`src/rtl/pipe_ctrl.sv`:
```
// Pipeline stall/flush controller: merges decode/execute stall requests and sequences
// multi-cycle execute ops. Optional stall statistics counter under PIPE_CTRL_STALL_STAT_EN.
module pipe_ctrl #(
  parameter int CNT_W  = 6,
  parameter int STAT_W = 32
) (
  input  logic             clk,
  input  logic             rst,
  input  logic             stallreq_id_i,
  input  logic             stallreq_ex_i,
  input  logic             mc_start_i,
  input  logic [CNT_W-1:0] mc_cycles_i,
  input  logic             flush_i,
  output logic [5:0]       stall_o,
  output logic             flush_o,
  output logic             mc_busy_o,
  output logic             mc_done_o
`ifdef PIPE_CTRL_STALL_STAT_EN
  ,
  output logic [STAT_W-1:0] stall_cycles_o
`endif
);

  typedef enum logic [1:0] {
    IDLE = 2'd0,
    RUN  = 2'd1,
    DONE = 2'd2
  } state_t;

  // Stall vector bit order: [0] pc, [1] if, [2] id, [3] ex, [4] mem, [5] wb.
  localparam logic [5:0] STALL_NONE = 6'b000000;
  localparam logic [5:0] STALL_EX   = 6'b001111;
  localparam logic [5:0] STALL_ID   = 6'b000111;

  state_t           state;
  logic [CNT_W-1:0] cnt;
  logic [CNT_W-1:0] start_cnt;

  // A requested length of 0 behaves like 1.
  assign start_cnt = (mc_cycles_i == '0) ? '0 : mc_cycles_i - CNT_W'(1);

  // NOTE: sequential state uses non-blocking assignments so every register samples
  // pre-edge values regardless of statement order.
  always_ff @(posedge clk) begin
    if (rst) begin
      state <= IDLE;
      cnt   <= '0;
    end else if (flush_i) begin
      state <= IDLE;
      cnt   <= '0;
    end else begin
      case (state)
        IDLE: begin
          if (mc_start_i) begin
            state <= RUN;
            cnt   <= start_cnt;
          end
        end
        RUN: begin
          if (cnt != '0) cnt <= cnt - CNT_W'(1);
          else           state <= DONE;
        end
        DONE:    state <= IDLE;
        default: state <= IDLE;
      endcase
    end
  end

  // NOTE: outputs get a default before the priority chain so no path infers a latch.
  always_comb begin
    stall_o = STALL_NONE;
    flush_o = 1'b0;
    if (rst) begin
      stall_o = STALL_NONE;
    end else if (flush_i) begin
      flush_o = 1'b1;
    end else if (stallreq_ex_i || state == RUN || (state == IDLE && mc_start_i)) begin
      stall_o = STALL_EX;
    end else if (stallreq_id_i) begin
      stall_o = STALL_ID;
    end
  end

  assign mc_busy_o = !rst && (state == RUN);
  assign mc_done_o = !rst && (state == DONE);

`ifdef PIPE_CTRL_STALL_STAT_EN
  logic [STAT_W-1:0] stall_cycles_q;

  // Saturating count of cycles with any stage stalled; flush does not clear it.
  always_ff @(posedge clk) begin
    if (rst) begin
      stall_cycles_q <= '0;
    end else if (stall_o != STALL_NONE && !(&stall_cycles_q)) begin
      stall_cycles_q <= stall_cycles_q + STAT_W'(1);
    end
  end

  assign stall_cycles_o = stall_cycles_q;
`else
  // STAT_W only sizes the statistics counter, which this build omits.
  logic unused_stat_w;
  assign unused_stat_w = (STAT_W > 0);
`endif

endmodule

```
`config.mk`:
```
export PLATFORM = sky130hd
export DESIGN_NAME = pipe_ctrl
export DESIGN_NICKNAME = d
export VERILOG_FILES = /design/src/rtl/pipe_ctrl.sv
export SDC_FILE = /design/constraint.sdc
export NUM_CORES = 1
export LEC_CHECK = 0
export CAP_MARGIN = 20
export CORE_MARGIN = 1
export CORE_UTILIZATION = 44
export DETAILED_ROUTE_END_ITERATION = 6
export PLACE_DENSITY = 0.75
export SYNTH_ARGS = -nofsm -noshare
export SYNTH_HDL_FRONTEND = slang
export SYNTH_SLANG_ARGS = --single-unit
```
`constraint.sdc`:
```
create_clock -name clk -period 2.24 [get_ports clk]
set_clock_uncertainty 0.05 [all_clocks]
set_input_delay 0.56 -clock clk [delete_from_list [all_inputs] [get_ports clk]]
set_output_delay 0.56 -clock clk [all_outputs]
set_load 0.01 [all_outputs]
```
==> summary.md <==
| Metric | Value |
|---|---|
| Post-synthesis cell count | 86 |
| Tcrit/Tclk final | 93.24% |
| Final HPWL from detailed placement | about 1.2 mm |
| Routed vias/inst | 5.504 |
| Vias post-DR | 688 |
| Max Transition Viols Final | 0 |
| Met3 GRT Util | 4.891% |
| Outcome | completed |
| Cell count after placement | 121 |
| DRC Markers | 0 |
| Die Width | 40.71 um |
| Crit end category | output pin |
| Cell row count | 13 |
| Wire length per cell | around 13 um |
| Clock power frac | 27.6% |
| Fmax | 478.8 MHz |
| Grt ovf | 0 |
| Synthesized area per cell | 7.667 um2 |
| Antenna violations before repair | 0 |
| Worst Setup Start Kind | primary input |
| Worst-Skew Late Latency | 260 ps |
| Setup violators final | 0 |
| Number of global-route vias before repair | 601 |
| Top-area cell type share of the netlist area | about a quarter |
| Sequential fraction of the synthesis area | about 24% |
| Final Hold Viols | 0 |
| ANT cells | 0 |
| Cell Area, Synth | about 660 um2 |
| GRT Max-Usage Layer | met2 |
| YS warnings | 0 |
| Required @ worst endpoint | about 1600 ps |
| Gr usage total | between 20% and 30% |
| Worst reg2reg path depth | 7 |
| I/O pin cnt | 21 |
| CTS clk-pin slew, worst paths | approximately 50 ps |
| Drt first pass iters | 4 |
| Max-Cap Viols | 0 |
| CP Data Arrival Time | 1480 ps |
| Largest net degree at the start of global routing | 15 |
| Final WL | between 1.5 and 2 mm |
| Internal | 0.0002824 W |
| Pwr dens | 471.2 mW/mm2 |
| Post-route cell area | just under 900 um2 |
| Met1 usage | 27.96% |
| Combinational share of power | 34.5% |
| Lkg Pwr | 0.4161 nW |
| Reg-to-reg slack, setup | 460 ps |
| Maximum net fanout on the critical path | 3 |
| Htree depth | 1 |
| Register share of total power | 37.9% |
| Setup WS pre-CTS | -417.5 ps |
| Core Box Area | between 0.001 and 0.0015 mm2 |
| Clock Path Buffers | 2 |
| Post-detailed-route count of antenna-violating nets | 0 |
| Hold Crit Depth | 1 |
| DRT iter0 DRCs | 19 |
| Synth unique cells | 32 |
| Clock root buffer | clkbuf_4 |
| Sw frac | about a third |
| DIE HEIGHT | 40.71 um |
| Final Non-Filler Cells | 125 |
| Synth area leader | dfxtp_1 |
| Flops & latches, synth | 8 |
| Clk sink count | 8 |
| Die Area | 0.001657 mm2 |
| Crit path kind | primary input to output pin |
| Tot Pwr | 0.0004168 W |
| GPL Wtd Cong | 0.8473 |
| Post-layout minimum cycle time | 2089 ps |
| Primary FF master, synth | dfxtp_1 |
| Placed standard-cell area | 868.3 um2 |
| CTS Buf Count | 3 |
| RSZ-0062 raised after global routing | false |
| Initial Utilization | 48.84% |
| Final Net Count | roughly 130 |
| P_sw | between 0.0001 and 0.00015 W |
| Number of synthesized flops with an enable pin | 0 |
| First-pass GRT wire length | 2.580 mm |
| Share of layout cells above drive strength 1 | 20.91% |
| VDD IR-drop max | between 0.3 and 0.4 mV |
| Top cells by area, synth | dfxtp_1 24%, nor2_1 9.1%, ha_1 7.6% |
| Post-route setup slack | 151.4 ps |
| Hold Crit Class | flip-flop to flip-flop |
| Port Buffers | 18 |
| CTS tree | built |
| Area Overhead vs Synth | 34.16% |
| M2 GR Usage | 42.46% |
| FFs w/ async S/R, synth | 0% |
## worst max-delay path, stage by stage
cell	delay, ps
dlygate4sd2_1	230
nor2_1	130
nor2_1	70
nor2_1	130
nor2_2	50
a21o_1	170
buf_2	140
## path summary, 6_finish.rpt
check,end,start
worst max-delay path,stall_o[2],mc_start_i
worst min-delay path,cnt[4],cnt[4]
worst max register to register,cnt[4],cnt[0]
worst min register to register,cnt[4],cnt[4]
## through the flow
step	utilization (%)	hold WS (ps)	setup TNS [ps]
after floorplan	-	423.4	0
after global placement	64.32	439.0	-1935
after detailed placement	64.32	463.2	-2015
after CTS	64.87	476.7	0
after global routing	65.52	502.3	0
final	65.52	472.5	0
## cells in the mapped netlist (2+ instances only)
library cell,number
a211oi_2,2
a21oi_1,6
a31oi_1,2
buf_4,4
dfxtp_1,8
ha_1,4
inv_1,5
mux2i_1,2
nand2_1,6
nand3_1,2
nor2_1,16
nor2b_1,3
nor3_1,3
nor3_2,2
nor3b_1,2
xnor2_1,2
xor2_1,2
## per-layer routing
metal	up-vias	part of all wire, %
met2	27	51
met1	317	43
met4	0	0.63
met5	-	0
met3	2	5.1
li1	342	-
## cell usage in the layout (no fill, tap or decap), drive strengths merged
cell / netlist / routed
buf: 6 / 12
conb: 1 / 2
nand2b: 1 / 1
a311oi: 1 / 1
a21o: 1 / 1
xnor2: 2 / 2
inv: 5 / 5
dfxtp: 8 / 8
nor3b: 2 / 2
nor3: 5 / 5
ha: 4 / 4
mux2: 1 / 1
a21oi: 6 / 6
a31oi: 2 / 2
o22ai: 1 / 1
a32o: 1 / 1
nand3: 2 / 2
nor2: 16 / 16
clkdlybuf4s15: 0 / 1
dlygate4sd2: 0 / 3
nand2: 6 / 6
xor2: 2 / 2
or2: 1 / 1
a211oi: 2 / 2
nand4: 1 / 1
mux2i: 2 / 2
nor2b: 3 / 3
o21ai: 3 / 3
clkdlybuf4s50: 0 / 8
dlymetal6s2s: 0 / 2
nor4b: 1 / 1
clkbuf: 0 / 3
## power groups by stage
| stage | Sequential (W) | Clock, W | Combinational [W] |
|---|---|---|---|
| after CTS | 0.000158 | 0.000119 | 0.000143 |
| after global placement | 0.000161 | 0 | 0.000143 |
| after floorplan | 0.000159 | 0 | 0.0000947 |
| after detailed placement | 0.000161 | 0 | 0.000146 |
| after global routing | 0.000159 | 0.000123 | 0.000160 |
| final | 0.000158 | 0.000115 | 0.000144 |
## what timing repair did
action                                  4_1_cts  5_1_grt
gates resized for setup                      20        4
pin swaps                                     4        2
endpoints found under the setup margin        7        5
hold buffers                                  0        0
endpoints found under the hold margin         0        0
setup buffers                                 1        0
## cell families (layout without fill, tap and decap cells)
| logic type | count (synthesis) | after routing | synth area share [%] |
|---|---|---|---|
| adders and majority gates | 4 | 4 | 7.590 |
| and+or+nand+nor | 38 | 38 | 28.65 |
| xor gates and xnor gates | 4 | 4 | 5.314 |
| buffers and inverters | 11 | 34 | 9.867 |
| AOI/OAI and AO/OA | 17 | 17 | 18.97 |
| DFF | 8 | 8 | 24.29 |
| other | 1 | 2 | 0.5687 |
| muxes | 3 | 3 | 4.744 |
## registers in the layout (all words and copies together) (netlist names)
name   flops
cnt        6
state      2
## cell type report
type                            count  area, um2
Clock buffer                        3      22.52
Inverter                            5      18.77
Timing Repair Buffer               26      224.0
Fill cell                         124      465.4
Sequential cell                     8      160.2
Tap cell                           15      18.77
Multi-Input combinational cell     68      440.4
Note: power is estimated with default switching activity, not from simulation.
